File: src/rtl/store_buffer_ctrl.sv
// store_buffer_ctrl
// Store queue between the core and memory. Each store is formatted into
// word address, lane-aligned data and byte strobes when it is accepted.
// Queued stores then go to memory one at a time, in acceptance order,
// over a req/ack handshake.
// Optional feature: define STORE_MISALIGN_TRAP_EN to reject misaligned SH
// and SW stores. A rejected store is not enqueued and causes a pulse on
// misalign. When the macro is not defined, misaligned stores are
// word-aligned and enqueued like any other store.
//
// state | meaning
// IDLE  | queue empty, no memory request
// REQ   | mem_req high, head entry on mem_addr/mem_wdata/mem_wstrb
module store_buffer_ctrl #(
    parameter int DEPTH = 4
) (
    input  logic        clk,
    input  logic        rst,
    input  logic        st_valid,
    output logic        st_ready,
    input  logic [31:0] st_addr,
    input  logic [31:0] st_data,
    input  logic [2:0]  st_funct3,
    output logic        mem_req,
    output logic [31:0] mem_addr,
    output logic [31:0] mem_wdata,
    output logic [3:0]  mem_wstrb,
    input  logic        mem_ack,
    output logic        busy,
    output logic        misalign
);

    localparam int AW = (DEPTH > 1) ? $clog2(DEPTH) : 1;
    localparam logic [AW:0] FULL = DEPTH[AW:0];

    typedef enum logic {
        IDLE = 1'b0,
        REQ  = 1'b1
    } state_t;

    state_t        state, state_next;
    logic [AW-1:0] wr_ptr, rd_ptr;
    logic [AW:0]   count, count_next;

    logic [29:0]   q_addr  [DEPTH];
    logic [31:0]   q_wdata [DEPTH];
    logic [3:0]    q_wstrb [DEPTH];

    logic [31:0]   fmt_wdata;
    logic [3:0]    fmt_wstrb;
    logic          accept, push, pop, mis;

    // st_ready is based only on the registered count. A pop in the same
    // cycle does not free a slot for the current store.
    assign st_ready = (count != FULL);
    assign busy     = (count != '0);
    assign accept   = st_valid & st_ready;
    assign push     = accept & ~mis;
    assign pop      = (state == REQ) & mem_ack;

`ifdef STORE_MISALIGN_TRAP_EN
    logic misalign_q;

    assign mis = ((st_funct3 == 3'b001) && st_addr[0]) ||
                 ((st_funct3 == 3'b010) && (st_addr[1:0] != 2'b00));

    // Pulse misalign for one cycle after a rejected store completes its handshake
    always_ff @(posedge clk or posedge rst) begin
        if (rst) misalign_q <= 1'b0;
        else     misalign_q <= accept & mis;
    end

    assign misalign = misalign_q;
`else
    assign mis      = 1'b0;
    assign misalign = 1'b0;
`endif

    // Format the store into lane-aligned data and byte strobes
    always_comb begin
        fmt_wdata = st_data;
        fmt_wstrb = 4'b1111;
        case (st_funct3)
            3'b000: begin
                fmt_wdata = {4{st_data[7:0]}};
                fmt_wstrb = 4'b0001 << st_addr[1:0];
            end
            3'b001: begin
                fmt_wdata = {2{st_data[15:0]}};
                fmt_wstrb = st_addr[1] ? 4'b1100 : 4'b0011;
            end
            default: ;
        endcase
    end

    // Write the formatted store into queue storage (contents need no reset)
    always_ff @(posedge clk) begin
        if (push) begin
            q_addr[wr_ptr]  <= st_addr[31:2];
            q_wdata[wr_ptr] <= fmt_wdata;
            q_wstrb[wr_ptr] <= fmt_wstrb;
        end
    end

    // Next occupancy: a push and a pop on the same edge cancel out
    always_comb begin
        count_next = count;
        case ({push, pop})
            2'b10:   count_next = count + 1'b1;
            2'b01:   count_next = count - 1'b1;
            default: ;
        endcase
    end

    // Pointers, occupancy and FSM state register
    always_ff @(posedge clk or posedge rst) begin
        if (rst) begin
            wr_ptr <= '0;
            rd_ptr <= '0;
            count  <= '0;
            state  <= IDLE;
        end else begin
            if (push) wr_ptr <= wr_ptr + 1'b1;
            if (pop)  rd_ptr <= rd_ptr + 1'b1;
            count <= count_next;
            state <= state_next;
        end
    end

    // Next state and memory-side outputs, driven from the head entry in REQ
    always_comb begin
        state_next = state;
        mem_req    = 1'b0;
        mem_addr   = 32'h0;
        mem_wdata  = 32'h0;
        mem_wstrb  = 4'h0;
        case (state)
            IDLE: begin
                if (count_next != '0) state_next = REQ;
            end
            REQ: begin
                mem_req   = 1'b1;
                mem_addr  = {q_addr[rd_ptr], 2'b00};
                mem_wdata = q_wdata[rd_ptr];
                mem_wstrb = q_wstrb[rd_ptr];
                if (count_next == '0) state_next = IDLE;
            end
            default: state_next = IDLE;
        endcase
    end

endmodule
File: config.mk
export PLATFORM = sky130hd
export DESIGN_NAME = store_buffer_ctrl
export DESIGN_NICKNAME = d
export VERILOG_FILES = /design/src/rtl/store_buffer_ctrl.sv
export SDC_FILE = /design/constraint.sdc
export NUM_CORES = 1
export LEC_CHECK = 0
export CORE_MARGIN = 2
export CORE_UTILIZATION = 39
export DETAILED_ROUTE_END_ITERATION = 10
export RECOVER_POWER = 100
export REMOVE_ABC_BUFFERS = 1
export SYNTH_ARGS = -nofsm -noshare
export SYNTH_HDL_FRONTEND = slang
export SYNTH_SLANG_ARGS = --single-unit
File: constraint.sdc
create_clock -name clk -period 3.8 [get_ports clk]
set_input_delay 0.76 -clock clk [delete_from_list [all_inputs] [get_ports clk]]
set_output_delay 0.76 -clock clk [all_outputs]
set_load 0.05 [all_outputs]
==> flow_summary.ini, run 1 <==
[synth]
ys_ff_latch = 272
avgSynthCellArea_sq_um = 21.08
synth_cells = 515
yosysUniqueCellTypes = 29
ys_seq_area_frac = 0.7487
yosys_warnings = 0
synthesis.area_sq_um = 10860

[cts]
clock_sinks = 272
clock-root-buffer = clkbuf_16
clk_pin_slew_worst_paths_ns = 0.06
cts_resized = 0
cts_setup_buffers = 0
cts_hold_buf = 0
clock_latency_ns = 0.53
htree_levels = 1
cts_tree = built
clockBufferDepth = 3
cts_buffers = 29

[finish]
layout_commonest_cell = edfxtp_1
area_delta_synth_final_pct = 25.28
regArea_sq_um = 8135
fillCellCount = 2299
mostFrequentLayoutCells = edfxtp_1 (264), clkdlybuf4s50_1 (79), mux4_2 (66)
fin_nets = 751
drive_gt1_frac = 0.1770
final_area_sq_um = 13600
final_core_util = 0.4922
diodes = 0
multi_input_area_sq_um = 2512
finalNonFillerCells = 1073

[timing]
hold_viol = 0
period_needed_ns = 3.647
worst_pin_slew_ns = 1.770
drv_slew = 150
setup_viol = 0
fin_crit_sh = 0.9596
tns_ns = 0
hold_slack_ns = 0.5642
fin_skew_ns = 0.007955
fmax_mhz = 274.2
maxSlewHeadroom = -0.1799
fin_ws_ns = 0.1534
rsz0062_at_grt = false

[die]
die_area_sq_um = 29180
core-area_sq_um = 27630
die_x_um = 170.8
pin_count = 143
initial_core_util = 0.3929
die_h_um = 170.8
rows = 61

[routing]
vias_per_cell = 4.973
wl_met2_um = 11100
drtAntennaViolNets = 0
firstDrtPassIters = 7
top_layer = met4
routedWlPerCell_um = 20.88
wirelength_um = 22400
drt_iter0_drc = 339
dr_total_vias = 5336
wl_met1_um = 9726
wl_met3_um = 1268
drc_errors = 0

[critical_path]
slowest_delay_ns = 0.70
cp_data_arrival_time_ns = 2.89
critPathMaxFanout = 24
cp-end-kind = primary output
worstPathRequired_ns = 3.04
cp_slowest_cell = clkdlybuf4s50_1
worstPathCellList = buf_12 > mux4_2 > and2_0 > clkdlybuf4s50_1
start_kind = flip-flop
setup.worst_path.class = reg -> out

[global_routing]
grt.overflow.total = 0
antenna_found_initial = 0
grt_max_degree = 47
grt_pass1_vias = 5851
grt_pass1_wl_um = 33940
track_usage = 0.1552

[run_status]
violations = max-capacitance violations, max-slew violations
status = finished, violations left

[pwr]
p_leak_nw = 4.458
ir_worst_vdd_uv = 351.0
total_power_mw = 12.03
power_density_nw_per_um2 = 884.7

[place]
portBuffers = 139
place_inst = 1021
dp_hpwl_um = 13740
pre_cts_slack_ns = 0.6629
gp_congestion = 0.6980
placed_area_sq_um = 12790

[min_path]
hold_class = reg -> reg

[job]
drv_cap = 5
## sequential cells by signal, summed over array words and instances, names as in the netlist
| name | cells |
|---|---|
| q_wdata | 128 |
| state | 1 |
| count | 3 |
| rd_ptr | 2 |
| q_addr | 120 |
| q_wstrb | 16 |
| wr_ptr | 2 |
## power breakdown
group,total (mW),switching [mW],internal [mW]
logic,5.13,3.16,1.96
clock network,2.65,1.05,1.60
registers,4.25,0.256,4.00
total,12.0,4.47,7.56
## per-layer routing
metal,vias to the layer above,track usage
met5,-,0
met4,0,0.03353
li1,2374,-
met2,164,0.2658
met3,22,0.02706
met1,2776,0.2097
## kinds of logic after synthesis
kind of cell,after synthesis,synth area share
compound gates,13,0.005993
xor+xnor,5,0.004035
fa+ha+maj,6,0.007607
buf+inv,36,0.02006
flops,272,0.7487
mux,92,0.1629
other cells,1,0.0003454
simple gates,90,0.05037
## cell type report
type | count | area share
Clock buffer | 44 | 0.06266
Clock inverter | 8 | 0.004416
Inverter | 8 | 0.002208
Multi-Input combinational cell | 209 | 0.1847
Sequential cell | 272 | 0.5982
Tap cell | 378 | 0.03478
Timing Repair Buffer | 154 | 0.1130
## worst paths after layout
| path | from | to | slack [ns] | depth (start not counted) |
|---|---|---|---|---|
| hold / removal | count[0] | count[0] | 0.56 | 1 |
| setup / recovery | rd_ptr[0] | mem_addr[31] | 0.15 | 4 |
| min in group asynchronous | rst | wr_ptr[0] | 0.63 | 2 |
| hold reg to reg | count[0] | count[0] | 0.56 | 1 |
| setup reg to reg | wr_ptr[0] | q_addr[0][19] | 0.54 | 4 |
| max in group asynchronous | rst | rd_ptr[1] | 2.88 | 2 |
## worst max-delay path, delay by kind of cell (launching register included)
kind | cells | cell delay, ns
buffers and inverters | 2 | 0.98
DFF | 1 | 0.63
muxes | 1 | 0.54
and+or+nand+nor | 1 | 0.19
## synthesized netlist by cell type
cell | number | area, sq um
and2_1 | 68 | 425.4
buf_12 | 3 | 60.06
nand2_1 | 2 | 7.510
xor2_1 | 2 | 17.52
mux4_2 | 66 | 1486
xnor2_1 | 3 | 26.28
a21oi_1 | 8 | 40.04
nor2b_1 | 1 | 6.260
or3_1 | 2 | 12.51
fa_1 | 1 | 20.02
buf_6 | 1 | 11.26
clkbuf_1 | 10 | 37.54
mux2_2 | 17 | 191.4
or3b_1 | 1 | 8.760
buf_1 | 3 | 11.26
and3_1 | 4 | 25.02
nor2_1 | 9 | 33.78
buf_4 | 5 | 37.54
ha_1 | 5 | 62.56
mux2i_1 | 9 | 90.09
o21ai_0 | 5 | 25.02
buf_2 | 6 | 30.03
conb_1 | 1 | 3.750
nor3_2 | 1 | 10.01
nor2_2 | 1 | 6.260
nand4bb_1 | 1 | 11.26
dfrtp_1 | 8 | 200.2
inv_1 | 8 | 30.03
edfxtp_1 | 264 | 7928
(Power assumes the default switching activity.)
==> run 2: changes to the inputs <==
--- a/config.mk
+++ b/config.mk
@@ -5,6 +5,7 @@
 export SDC_FILE = /design/constraint.sdc
 export NUM_CORES = 1
 export LEC_CHECK = 0
+export ABC_CLOCK_PERIOD_IN_PS = 3750
 export CORE_MARGIN = 2
 export CORE_UTILIZATION = 39
 export DETAILED_ROUTE_END_ITERATION = 10
@@ -13,3 +14,4 @@
 export SYNTH_ARGS = -nofsm -noshare
 export SYNTH_HDL_FRONTEND = slang
 export SYNTH_SLANG_ARGS = --single-unit
+export TNS_END_PERCENT = 30
==> constraint.sdc (replaced) <==
create_clock -name clk -period 3.75 [get_ports clk]
set_input_delay 0.75 -clock clk [delete_from_list [all_inputs] [get_ports clk]]
set_output_delay 0.75 -clock clk [all_outputs]
set_load 0.05 [all_outputs]
==> flow_summary.ini, run 2 (synthesis gave the netlist of run 1 again) <==
[pwr]
ir_worst_vdd_uv = 405.9
total_power_mw = 12.37
p_leak_nw = 4.485
power_density_nw_per_um2 = 905.9

[global_routing]
track_usage = 0.1587
grt_pass1_vias = 6019
grt.overflow.total = 0
top_usage_layer = met2
global_route.usage.met3 = 0.03007
gr-usage-met2 = 0.2746
antenna_found_initial = 0
use_met1 = 0.2109
grt_max_degree = 51
grt_pass1_wl_um = 34670

[timing]
drv_slew = 162
fin_skew_ns = 0.01000
hold_slack_ns = 0.5550
fin_crit_sh = 0.9628
fmax_mhz = 277.0
setup_viol = 0
maxSlewHeadroom = -0.5600
rsz0062_at_grt = false
period_needed_ns = 3.610
hold_viol = 0
worst_pin_slew_ns = 2.340

[min_path]
hold_class = reg -> reg
hold-path-endpoint = count[0]
whs_path_depth = 1
min_from = count[0]

[place]
portBuffers = 139
placed_area_sq_um = 12760
dp_hpwl_um = 13580
gp_congestion = 0.6993

[die]
rows = 61
pin_count = 143
core-area_sq_um = 27630
initial_core_util = 0.3929
die_area_sq_um = 29180
die_x_um = 170.8
die_h_um = 170.8

[cts]
cts_hold_buf = 0
cts_setup_buffers = 0
cts_tree = built
clock_latency_ns = 0.53
htree_levels = 1
clock_sinks = 272
clockBufferDepth = 3
clock-root-buffer = clkbuf_16
cts_resized = 0
clk_pin_slew_worst_paths_ns = 0.06
cts_buffers = 28

[critical_path]
start_kind = flip-flop
critPathMaxFanout = 34
cp-end-kind = primary output
r2r.worst_path.cells = 3
r2r-end = q_wdata[1][28]
cp_data_arrival_time_ns = 2.86
worst_r2r_startpoint = count[2]
worstPathRequired_ns = 3.00
r2r_setup_slack_ns = 0.42
setup.worst_path.class = reg -> out

[routing]
drtAntennaViolNets = 0
vias_per_cell = 4.963
dr_total_vias = 5320
firstDrtPassIters = 5
routedWlPerCell_um = 20.93
drc_errors = 0
wirelength_um = 22430
drt_iter0_drc = 435

[finish]
area_delta_synth_final_pct = 25.77
final_area_sq_um = 13650
multi_input_area_sq_um = 2512
layout_commonest_cell = edfxtp_1
largest_reg_flops = 128
reg_top3 = q_wdata x128, q_addr x120, q_wstrb x16
drive_gt1_frac = 0.1801
fin_nets = 750
mostFrequentLayoutCells = edfxtp_1 (264), clkdlybuf4s50_1 (73), mux4_2 (66)
top_register = q_wdata
fillCellCount = 2289
regArea_sq_um = 8135
diodes = 0

[run_status]
violations = max-capacitance violations, max-slew violations
status = finished, violations left

[job]
drv_cap = 5
[run 2: cell count changes in the layout (fill, tap and decap cells not counted), moves of 3 or more]
cell | before | now
clkbuf_1 | 10 | 3
clkinv_2 | 3 | 6
clkbuf_2 | 4 | 1
clkbuf_8 | 7 | 0
bufinv_16 | 1 | 6
buf_4 | 3 | 6
dlygate4sd3_1 | 60 | 65
clkdlybuf4s50_1 | 79 | 73
clkinv_1 | 4 | 9
[run 2: per-stage QoR]
stage,util,worst slack [ns],setup TNS (ns),std cells
4_1_cts,0.4971,0.09984,0,1072
2_1_floorplan,-,-0.6516,-43.01,489
5_1_grt,0.4942,0.01784,0,1072
6_report,0.4942,0.1397,0,1072
3_5_place_dp,0.4618,0.6740,0,1021
3_3_place_gp,0.4618,0.6712,0,1021
[run 2: cell type report]
type	count	share of cell area
clock buffers	29	0.05315
well taps	378	0.03464
flip-flops and latches	272	0.5959
multi-input cells	209	0.1840
clock inverters	22	0.01842
inverters	8	0.002199
repair buffers	154	0.1117
[run 2: critical path, stage by stage (launching register included)]
cell and delay (ns):
dfrtp_4 0.77, buf_4 0.31, mux4_2 0.30, and2_0 0.21, clkdlybuf4s50_1 0.71
[run 2: routing by layer]
metal  vias to the layer above  part of all wire
met2                       157              0.50
met1                      2765              0.43
li1                       2370                 -
met5                         -                 0
met3                        28             0.057
met4                         0             0.013
[run 2: how the worst max path moves through the flow]
| stage | start | end | slack [ns] | depth (start not counted) |
|---|---|---|---|---|
| finish | rd_ptr[1] | mem_addr[31] | 0.14 | 4 |
| global route | rd_ptr[1] | mem_addr[31] | 0.02 | 4 |
| CTS | rd_ptr[0] | mem_wdata[22] | 0.1 | 4 |
| detailed placement | rd_ptr[0] | mem_wdata[22] | 0.67 | 4 |
| global placement | rd_ptr[0] | mem_wdata[22] | 0.67 | 4 |
| floorplan | rd_ptr[0] | mem_addr[10] | -0.65 | 2 |
[run 2: where the power goes]
part | internal [mW] | switching [mW] | total [mW]
logic | 1.96 | 3.23 | 5.19
clock network | 1.80 | 1.09 | 2.89
registers | 4.05 | 0.236 | 4.29
